--- src/rtl/game_pkg.sv ---
// Shared types and constants for the runner game: lane FSM states, step
// direction, and the default lane count used by the lane, obstacle and
// render blocks.
package game_pkg;

  localparam int unsigned DEFAULT_LANES = 3;

  typedef enum logic [1:0] {
    StIdle,
    StDelay,
    StRepeat,
    StLocked
  } lane_state_e;

  typedef enum logic {
    DirL,
    DirR
  } dir_e;

endpackage

--- src/rtl/btn_sync.sv ---
// Two-flop synchroniser for an asynchronous button input.
module btn_sync (
  input  logic clk,
  input  logic rst,
  input  logic d,
  output logic q
);

  logic meta_q;
  logic sync_q;

  // Two-stage capture of the raw input into the clk domain
  always_ff @(posedge clk or posedge rst) begin
    if (rst) begin
      meta_q <= 1'b0;
      sync_q <= 1'b0;
    end else begin
      meta_q <= d;
      sync_q <= meta_q;
    end
  end

  assign q = sync_q;

endmodule

--- src/rtl/player_lanes.sv ---
// Lane-position controller for the runner: synchronised left/right buttons
// step a one-hot lane vector, with hold-to-auto-repeat, optional wrap, a
// freeze enable, and moved/blocked status pulses.
module player_lanes
  import game_pkg::*;
#(
  parameter int unsigned LANES        = DEFAULT_LANES,
  parameter int unsigned START_LANE   = 1,
  parameter bit          WRAP         = 1'b0,
  parameter int unsigned REPEAT_DELAY = 25_000_000,
  parameter int unsigned REPEAT_RATE  = 10_000_000,
  parameter int unsigned IDX_W        = $clog2(LANES)
) (
  input  logic             clk,
  input  logic             rst,
  input  logic             btnL,
  input  logic             btnR,
  input  logic             en,
  output logic [LANES-1:0] lane,
  output logic [IDX_W-1:0] lane_idx,
  output logic             moved,
  output logic             blocked
);

  localparam int unsigned CNT_MAX = (REPEAT_DELAY > REPEAT_RATE) ? REPEAT_DELAY : REPEAT_RATE;
  localparam int unsigned CNT_W   = $clog2(CNT_MAX + 1);

  localparam logic [IDX_W-1:0] TOP_IDX    = IDX_W'(LANES - 1);
  localparam logic [IDX_W-1:0] START_IDX  = IDX_W'(START_LANE);
  localparam logic [LANES-1:0] START_LANE_OH = {{(LANES - 1){1'b0}}, 1'b1} << START_IDX;
  // DELAY_LAST is meaningless when REPEAT_DELAY is 0; its use is guarded below.
  localparam logic [CNT_W-1:0] DELAY_LAST = CNT_W'(REPEAT_DELAY - 1);
  localparam logic [CNT_W-1:0] RATE_LAST  = CNT_W'(REPEAT_RATE - 1);
  localparam logic [CNT_W-1:0] CNT_SAT    = '1;

  logic btn_l_s, btn_r_s;

  btn_sync u_sync_l (
    .clk (clk),
    .rst (rst),
    .d   (btnL),
    .q   (btn_l_s)
  );

  btn_sync u_sync_r (
    .clk (clk),
    .rst (rst),
    .d   (btnR),
    .q   (btn_r_s)
  );

  logic l_only, r_only, conflict, none_held;
  assign l_only    = btn_l_s & ~btn_r_s;
  assign r_only    = btn_r_s & ~btn_l_s;
  assign conflict  = btn_l_s & btn_r_s;
  assign none_held = ~btn_l_s & ~btn_r_s;

  lane_state_e      state_q, state_d;
  dir_e             dir_q, dir_d;
  logic [CNT_W-1:0] cnt_q, cnt_d;
  logic [IDX_W-1:0] idx_q, idx_d;
  logic [LANES-1:0] lane_q, lane_d;
  logic             moved_q, moved_d;
  logic             blocked_q, blocked_d;
  logic             step;
  dir_e             step_dir;
  logic             held_only;

  // FSM next state: decides when a step is attempted and in which direction
  always_comb begin
    state_d   = state_q;
    dir_d     = dir_q;
    cnt_d     = cnt_q;
    step      = 1'b0;
    step_dir  = dir_q;
    held_only = (dir_q == DirL) ? l_only : r_only;

    if (!en) begin
      // Freeze: re-arming requires a full release once enabled again.
      state_d = StLocked;
      cnt_d   = '0;
    end else begin
      unique case (state_q)
        StIdle: begin
          cnt_d = '0;
          if (conflict) begin
            state_d = StLocked;
          end else if (l_only || r_only) begin
            step     = 1'b1;
            step_dir = l_only ? DirL : DirR;
            dir_d    = step_dir;
            state_d  = StDelay;
          end
        end
        StDelay, StRepeat: begin
          if (none_held) begin
            state_d = StIdle;
          end else if (!held_only) begin
            state_d = StLocked;
          end else if (state_q == StDelay && REPEAT_DELAY != 0 && cnt_q == DELAY_LAST) begin
            step    = 1'b1;
            cnt_d   = '0;
            state_d = StRepeat;
          end else if (state_q == StRepeat && cnt_q == RATE_LAST) begin
            step  = 1'b1;
            cnt_d = '0;
          end else if (cnt_q != CNT_SAT) begin
            cnt_d = cnt_q + 1'b1;
          end
        end
        StLocked: begin
          cnt_d = '0;
          if (none_held) state_d = StIdle;
        end
        default: state_d = StIdle;
      endcase
    end
  end

  // Lane update: resolve a step attempt into a move (with optional wrap) or a block
  always_comb begin
    idx_d     = idx_q;
    moved_d   = 1'b0;
    blocked_d = 1'b0;
    if (step) begin
      if (step_dir == DirL) begin
        if (idx_q == TOP_IDX) begin
          if (WRAP) begin
            idx_d   = '0;
            moved_d = 1'b1;
          end else begin
            blocked_d = 1'b1;
          end
        end else begin
          idx_d   = idx_q + 1'b1;
          moved_d = 1'b1;
        end
      end else begin
        if (idx_q == '0) begin
          if (WRAP) begin
            idx_d   = TOP_IDX;
            moved_d = 1'b1;
          end else begin
            blocked_d = 1'b1;
          end
        end else begin
          idx_d   = idx_q - 1'b1;
          moved_d = 1'b1;
        end
      end
    end
    lane_d = {{(LANES - 1){1'b0}}, 1'b1} << idx_d;
  end

  // State, counter, position and pulse registers
  always_ff @(posedge clk or posedge rst) begin
    if (rst) begin
      state_q   <= StIdle;
      dir_q     <= DirL;
      cnt_q     <= '0;
      idx_q     <= START_IDX;
      lane_q    <= START_LANE_OH;
      moved_q   <= 1'b0;
      blocked_q <= 1'b0;
    end else begin
      state_q   <= state_d;
      dir_q     <= dir_d;
      cnt_q     <= cnt_d;
      idx_q     <= idx_d;
      lane_q    <= lane_d;
      moved_q   <= moved_d;
      blocked_q <= blocked_d;
    end
  end

  assign lane     = lane_q;
  assign lane_idx = idx_q;
  assign moved    = moved_q;
  assign blocked  = blocked_q;

endmodule

--- config.mk ---
export PLATFORM = sky130hd
export DESIGN_NAME = player_lanes
export DESIGN_NICKNAME = d
export VERILOG_FILES = /design/src/rtl/game_pkg.sv /design/src/rtl/btn_sync.sv /design/src/rtl/player_lanes.sv
export SDC_FILE = /design/constraint.sdc
export NUM_CORES = 1
export LEC_CHECK = 0
export CELL_PAD_IN_SITES_DETAIL_PLACEMENT = 1
export CELL_PAD_IN_SITES_GLOBAL_PLACEMENT = 1
export CORE_MARGIN = 4
export CORE_UTILIZATION = 25
export CTS_CLUSTER_SIZE = 20
export DETAILED_ROUTE_END_ITERATION = 10
export GPL_ROUTABILITY_DRIVEN = 1
export GPL_TIMING_DRIVEN = 0
export PLACE_DENSITY_LB_ADDON = 0.15
export SETUP_SLACK_MARGIN = 0.1
export SLEW_MARGIN = 40
export SYNTH_ARGS = -nofsm -noshare
export SYNTH_HDL_FRONTEND = slang
export SYNTH_HIERARCHICAL = 1
export SYNTH_SLANG_ARGS = --single-unit
--- constraint.sdc ---
create_clock -name clk -period 3.8 [get_ports clk]
set_clock_uncertainty 0.2 [all_clocks]
set_input_delay 0.38 -clock clk [delete_from_list [all_inputs] [get_ports clk]]
set_output_delay 0.38 -clock clk [all_outputs]
set_load 0.01 [all_outputs]
Word-level counts from Yosys, hierarchy flattened:

Index checks and enable logic that the tools add are counted.

* register bits after elaboration: 39
* input port bits: 5
* output and inout port bits: 7
* word-level logic and storage cells: 84

* add/subtract/negate cells: 3
* eq/ne operators: 13
* shift operators: 1
* muxes and demuxes: 41
* bitwise gates (word level): 6
* reductions and logical operators: 9

Operators by type and width (number)
* 25-bit 2-to-1 mux: 6
* 25-bit case mux with 2 select lines: 1
* 25-bit by 1-bit adder with 25-bit output (second input constant): 1
* 25-bit by 24-bit == test with 1-bit output (second input constant): 1
* 25-bit == test (second input constant): 1
* 25-bit inequality test (second input constant): 1
* 2-bit 2-to-1 mux: 11
* 1-bit 2-to-1 mux: 21
* 5-bit inequality test (second input constant): 2
* 3-bit inequality test (second input constant): 3
* 2-bit == test (second input constant): 3
* 2-bit case mux with 3 select lines: 1
* 3-bit AND reduction: 2
* 1-bit AND: 4
* 2-bit zero test: 2
* 4-bit inequality test (second input constant): 1
* 2-bit OR reduction: 2
* 1-bit by 2-bit << shifter with 3-bit output (first input constant): 1
* 2-bit by 1-bit adder with 2-bit output (second input constant): 1
* 2-bit by 1-bit == test with 1-bit output (second input constant): 1
* 1-bit logical AND: 2
* 1-bit NOT: 2
* 1-bit case mux with 2 select lines: 1
* 2-bit by 1-bit subtractor with 2-bit output (second input constant): 1
* 1-bit logical OR: 1

Logic depth before layout (Yosys ltp):

* depth after elaboration: 10
* depth in mapped cells: 10
* gate-level depth less buffers: 8

Hierarchy:

Netlist, hierarchy kept.

Modules (own cells, without submodules)
* player_lanes: times used 1, cells each 268, area an instance 2452.4 um^2, seq. area each 878.3 um^2
* btn_sync: times used 2, cells each 3, area an instance 53.8 um^2, seq. area each 50.0 um^2

Worst setup path after synthesis:

OpenSTA, ideal clock, no wires.

* kind: reg2reg
* start point: register cnt_q[0]
* end point: register lane_q[0], in the netlist lane[0]
* setup time: 0.125 ns
* arrival time: 2.462 ns
* required time: 3.475 ns
* path slack: 1.013 ns
* stages on the path, launching flop included: 8
* buffers on the path: 1
* clock period less this slack: 2.787 ns
* path through: dfrtp_1 -> ha_1 -> nand3_1 -> or4b_2 -> a2bb2oi_2 -> o41a_1 -> buf_4 -> mux2_4

* cells in the longest elaborated chain, start to end: 10
* elaborated cells on any way between the ends: 12
* classes of those cells: eq/ne: 2; shift: 1; mux: 7; reduce/logical: 2

Ends and longest elaborated chain
* start, declared: line player_lanes.sv:60 `logic [CNT_W-1:0] cnt_q, cnt_d;`
* start signal, assigned: line player_lanes.sv:168 `cnt_q <= cnt_d;`
* 25-bit by 24-bit == test with 1-bit output: line player_lanes.sv:104 `end else if (state_q == StRepeat && cnt_q == RATE_LAST) begin`
* 1-bit logical AND: line player_lanes.sv:104
* 1-bit 2-to-1 mux: line player_lanes.sv:104
* 1-bit 2-to-1 mux (*): line player_lanes.sv:100 `end else if (state_q == StDelay && REPEAT_DELAY != 0 && cnt_q == DELAY_LAST) begin`
* 1-bit 2-to-1 mux (*): line player_lanes.sv:98 `end else if (!held_only) begin`
* 1-bit 2-to-1 mux (*): line player_lanes.sv:96 `if (none_held) begin`
* 1-bit case mux with 2 select lines (*): line player_lanes.sv:83 `unique case (state_q)`
* 1-bit 2-to-1 mux (*): line player_lanes.sv:78 `if (!en) begin`
* 2-bit 2-to-1 mux (*): line player_lanes.sv:125 `if (step) begin`
* 1-bit by 2-bit << shifter with 3-bit output (*): line player_lanes.sv:152 `lane_d = {{(LANES - 1){1'b0}}, 1'b1} << idx_d;`
* via lane_d[0]: line player_lanes.sv:62 `logic [LANES-1:0] lane_q, lane_d;`
* end signal, assigned: line player_lanes.sv:170 `lane_q <= lane_d;`
* end, declared: line player_lanes.sv:62

The timed path passes the listed nets; every way through them passes the cells marked *.
A chain may end at the register's enable or synchronous reset.

Worst setup path after layout:

* start point: register cnt_q[0]
* end point: register idx_q[1], in the netlist lane_idx[1]

* cells in the longest elaborated chain, start to end: 9
* elaborated cells on any way between the ends: 11
* classes of those cells: eq/ne: 2; mux: 7; reduce/logical: 2

Ends and longest elaborated chain
* 25-bit by 24-bit == test with 1-bit output: line player_lanes.sv:104
* 1-bit logical AND: line player_lanes.sv:104
* 1-bit 2-to-1 mux: line player_lanes.sv:104
* 1-bit 2-to-1 mux (*): line player_lanes.sv:100
* 1-bit 2-to-1 mux (*): line player_lanes.sv:98
* 1-bit 2-to-1 mux (*): line player_lanes.sv:96
* 1-bit case mux with 2 select lines (*): line player_lanes.sv:83
* 1-bit 2-to-1 mux (*): line player_lanes.sv:78
* 2-bit 2-to-1 mux (*): line player_lanes.sv:125
* via idx_d[1]: line player_lanes.sv:61 `logic [IDX_W-1:0] idx_q, idx_d;`
* end signal, assigned: line player_lanes.sv:169 `idx_q <= idx_d;`
* end, declared: line player_lanes.sv:61

Marked as above.

==> reports/results.txt <==
status = finished clean
Num CTS Buffers = 5
htree depth = 2
share of flip-flops with an asynchronous set or reset after synthesis = 1.000
max cap viols = 0
synth unique cells = 63
initial antenna violation count = 0
dpl hpwl = 5481 microns
cts hold-fix bufs = 0
reg2reg path depth = 7
PwrDens = 391.1 nW/um^2
pin count of the biggest net entering global routing = 36
initial core utilization = 0.2595
Synth Warn # = 6
Post-synth EDFFs = 0
Psw = 414.6 uW
final WL = 7411 microns
I/O Buffers = 10
critical path arrival = 3.16 ns
DR top layer = met4
standard-cell rows = 36
Synthesized Nets = 294
layout cells sized above 1 = 0.09589
clock power share = 0.266
Resized cells post-CTS = 0
Max Root-Sink Buffers = 2
die area = 11920 sq um
met1 wire length = 3555 microns
DRC Markers = 0
final setup vio count = 0
ranking of synthesized cells by area = dfrtp_1, ha_1, a31oi_1
sequential element share of the synthesized area = 0.3822
Peak supply drop = 0.0001401 V
crit-path max FO = 9
Post-Syn Area = 2560 sq um
CTS tree = yes
RSZ-0062 raised after global routing = no
Placed Area = 2843 sq um
Critical Path RT = 3.79 ns
setup slack, reg-to-reg = 0.64 ns
Sw Ratio = 0.3605
Tmin final = 3.164 ns
buffers inserted by post-CTS timing repair = 0
Die W = 109.2 microns
Yosys reg bits = 39
fin nets = 311
count of pins over their slew limit = 0
Area growth, synth to finish = 14.86%
Boundary Pins = 12
share of power burned in registers = 0.410
FMAX = 316.0 MHz
Most used DFF post-synth = dfrtp_1
Initial DRT Pass Iterations = 4
clk sinks = 39
logic gate share of total power = 0.325
grt total ovfl = 0
clock-pin slew on the worst setup and hold paths = 0.08 ns
Vias/cell = 5.186
reg-to-reg endpoint = lane_idx[1]
P_leak = 0.001170 uW
number of global-route vias before repair = 2316
crit share post-route = 0.8327
metal2 WL = 3581 microns
Worst-Margin Slew = 0.7022 ns
origin of the critical flop-to-flop path = cnt_q[0]
largest area contributor in the netlist = dfrtp_1
ant diodes = 0
routability cong. = 0.7855
clk root buf = clkbuf_8
Setup CP Type = flip-flop to flip-flop
Met3 Routed Length = 205 microns
post-route ant nets = 0
internal power = 735.4 uW
Die Y = 109.2 microns
Final Core Density = 0.2981
synthesized instance count = 274
Setup TNS = 0 ns
post-synth top area share = 0.3617
first-pass GRT wire length = 12340 microns
worst rel slew slack = 0.5283
Core Area = 9864 sq um
Finished Cell Area = 2940 sq um
Via Count = 2204
DR iter-0 viols = 76
syn avg cell area = 9.343 sq um
Hold/Removal Path Class = input pin to asynchronous set/reset pin
GRT Util Overall = 0.1331
WL per Instance = 17.44 microns
CP Capture Type = flip-flop
Final Hold Viols = 0
clk_lat worst skew = 0.30 ns
startpoint types = flip-flop
==> placed cells by master, fill, tap and decap left out, types with 5 or more instances in the layout <==
master,Yosys,layout
dfrtp_1,37,37
nand3_1,13,13
nand4_1,12,12
ha_1,15,15
and3_1,5,5
a31oi_1,21,21
nand4b_1,6,6
nand2_1,18,18
clkbuf_1,12,13
clkbuf_8,0,6
o22ai_1,6,6
clkdlybuf4s50_1,0,10
inv_1,18,17
nor3_1,7,7
nand3b_1,7,7
nor2_1,13,13
mux2i_1,6,6
==> critical path, stage by stage (launching register included) <==
cell,delay (ns)
dfrtp_1,0.43
ha_1,0.21
nand3_1,0.32
or4b_2,0.77
a2bb2oi_2,0.24
o41a_1,0.41
buf_4,0.18
mux2_4,0.29
==> cells in the mapped netlist, types with 2 or more instances <==
library cell	number
or4b_1	2
and3_1	5
a21o_1	3
nand3b_1	7
nand3_1	13
o21ai_0	2
nand2b_1	4
nor3b_1	2
mux2_4	3
nand4b_1	6
nor2_1	13
a21oi_1	2
mux2_2	3
o21ba_1	2
or3b_2	2
nand2_1	18
mux2i_1	6
and2_1	2
a41oi_1	2
a31oi_1	21
nor4_1	4
dfstp_2	2
ha_1	15
inv_1	18
dfrtp_1	37
o22ai_1	6
nor3_1	7
and4_1	2
o21ai_1	4
o211ai_1	2
a311oi_1	2
clkbuf_1	12
a22o_1	2
o21a_1	2
nor2b_1	2
nand4_1	12
==> power by group through the flow <==
stage / clock [uW] / sequential (uW) / combinational (uW)
after CTS: 322 / 472 / 383
final: 305 / 471 / 373
after detailed placement: 0 / 481 / 382
after global placement: 0 / 480 / 374
after floorplan: 0 / 473 / 268
after global routing: 343 / 476 / 419
==> stage by stage <==
| stage | setup WS, ns | hold slack (ns) | total power (uW) | instances |
|---|---|---|---|---|
| finish | 0.6358 | 0.1306 | 1150 | 425 |
| global route | 0.3927 | 0.1217 | 1238 | 425 |
| CTS | 0.5786 | 0.1218 | 1177 | 425 |
| detailed placement | 0.6282 | 0.1460 | 863.0 | 417 |
| global placement | 0.5258 | 0.1428 | 853.6 | 417 |
| floorplan | 1.013 | -0.07882 | 741.2 | 274 |
==> how the worst max path moves through the flow <==
stage | from | endpoint | slack, ns | cells after the start
final | cnt_q[0] | lane_idx[1] | 0.64 | 7
after global placement | state_q[0] | cnt_q[12] | 0.53 | 9
after detailed placement | cnt_q[0] | lane_idx[1] | 0.63 | 7
after floorplan | cnt_q[0] | lane[0] | 1.01 | 7
after CTS | state_q[0] | cnt_q[12] | 0.58 | 9
after global routing | state_q[0] | cnt_q[12] | 0.39 | 9
==> sequential cells by signal, indices dropped and copies added, names as in the netlist, 2 cells and up <==
signal and flops:
cnt_q 25, lane 3, lane_idx 2, state_q 2
==> per-layer routing <==
| metal | up-vias | global-route usage |
|---|---|---|
| li1 | 1055 | - |
| met1 | 1120 | 0.1743 |
| met2 | 21 | 0.2250 |
| met3 | 8 | 0.02546 |
| met4 | 0 | 0.03384 |
| met5 | - | 0 |
==> final cells by class <==
class                      count  area [sq um]
buffer                        15         68.82
clock buffer                   7         86.33
clock inverter                 1         5.005
fill                        1151          6924
inverter                      20         77.57
multi-input combinational    200          1458
sequential                    39         978.4
tap                          133         166.4
timing repair buffer          10         100.1
==> cell families after synthesis <==
| logic type | count (synthesis) | synth area share |
|---|---|---|
| mux | 13 | 0.05865 |
| buf+inv | 35 | 0.05620 |
| fa+ha+maj | 15 | 0.07331 |
| simple gates | 111 | 0.2586 |
| flops | 39 | 0.3822 |
| compound gates | 59 | 0.1642 |
| xor+xnor | 2 | 0.006844 |
(Power assumes the default switching activity.)
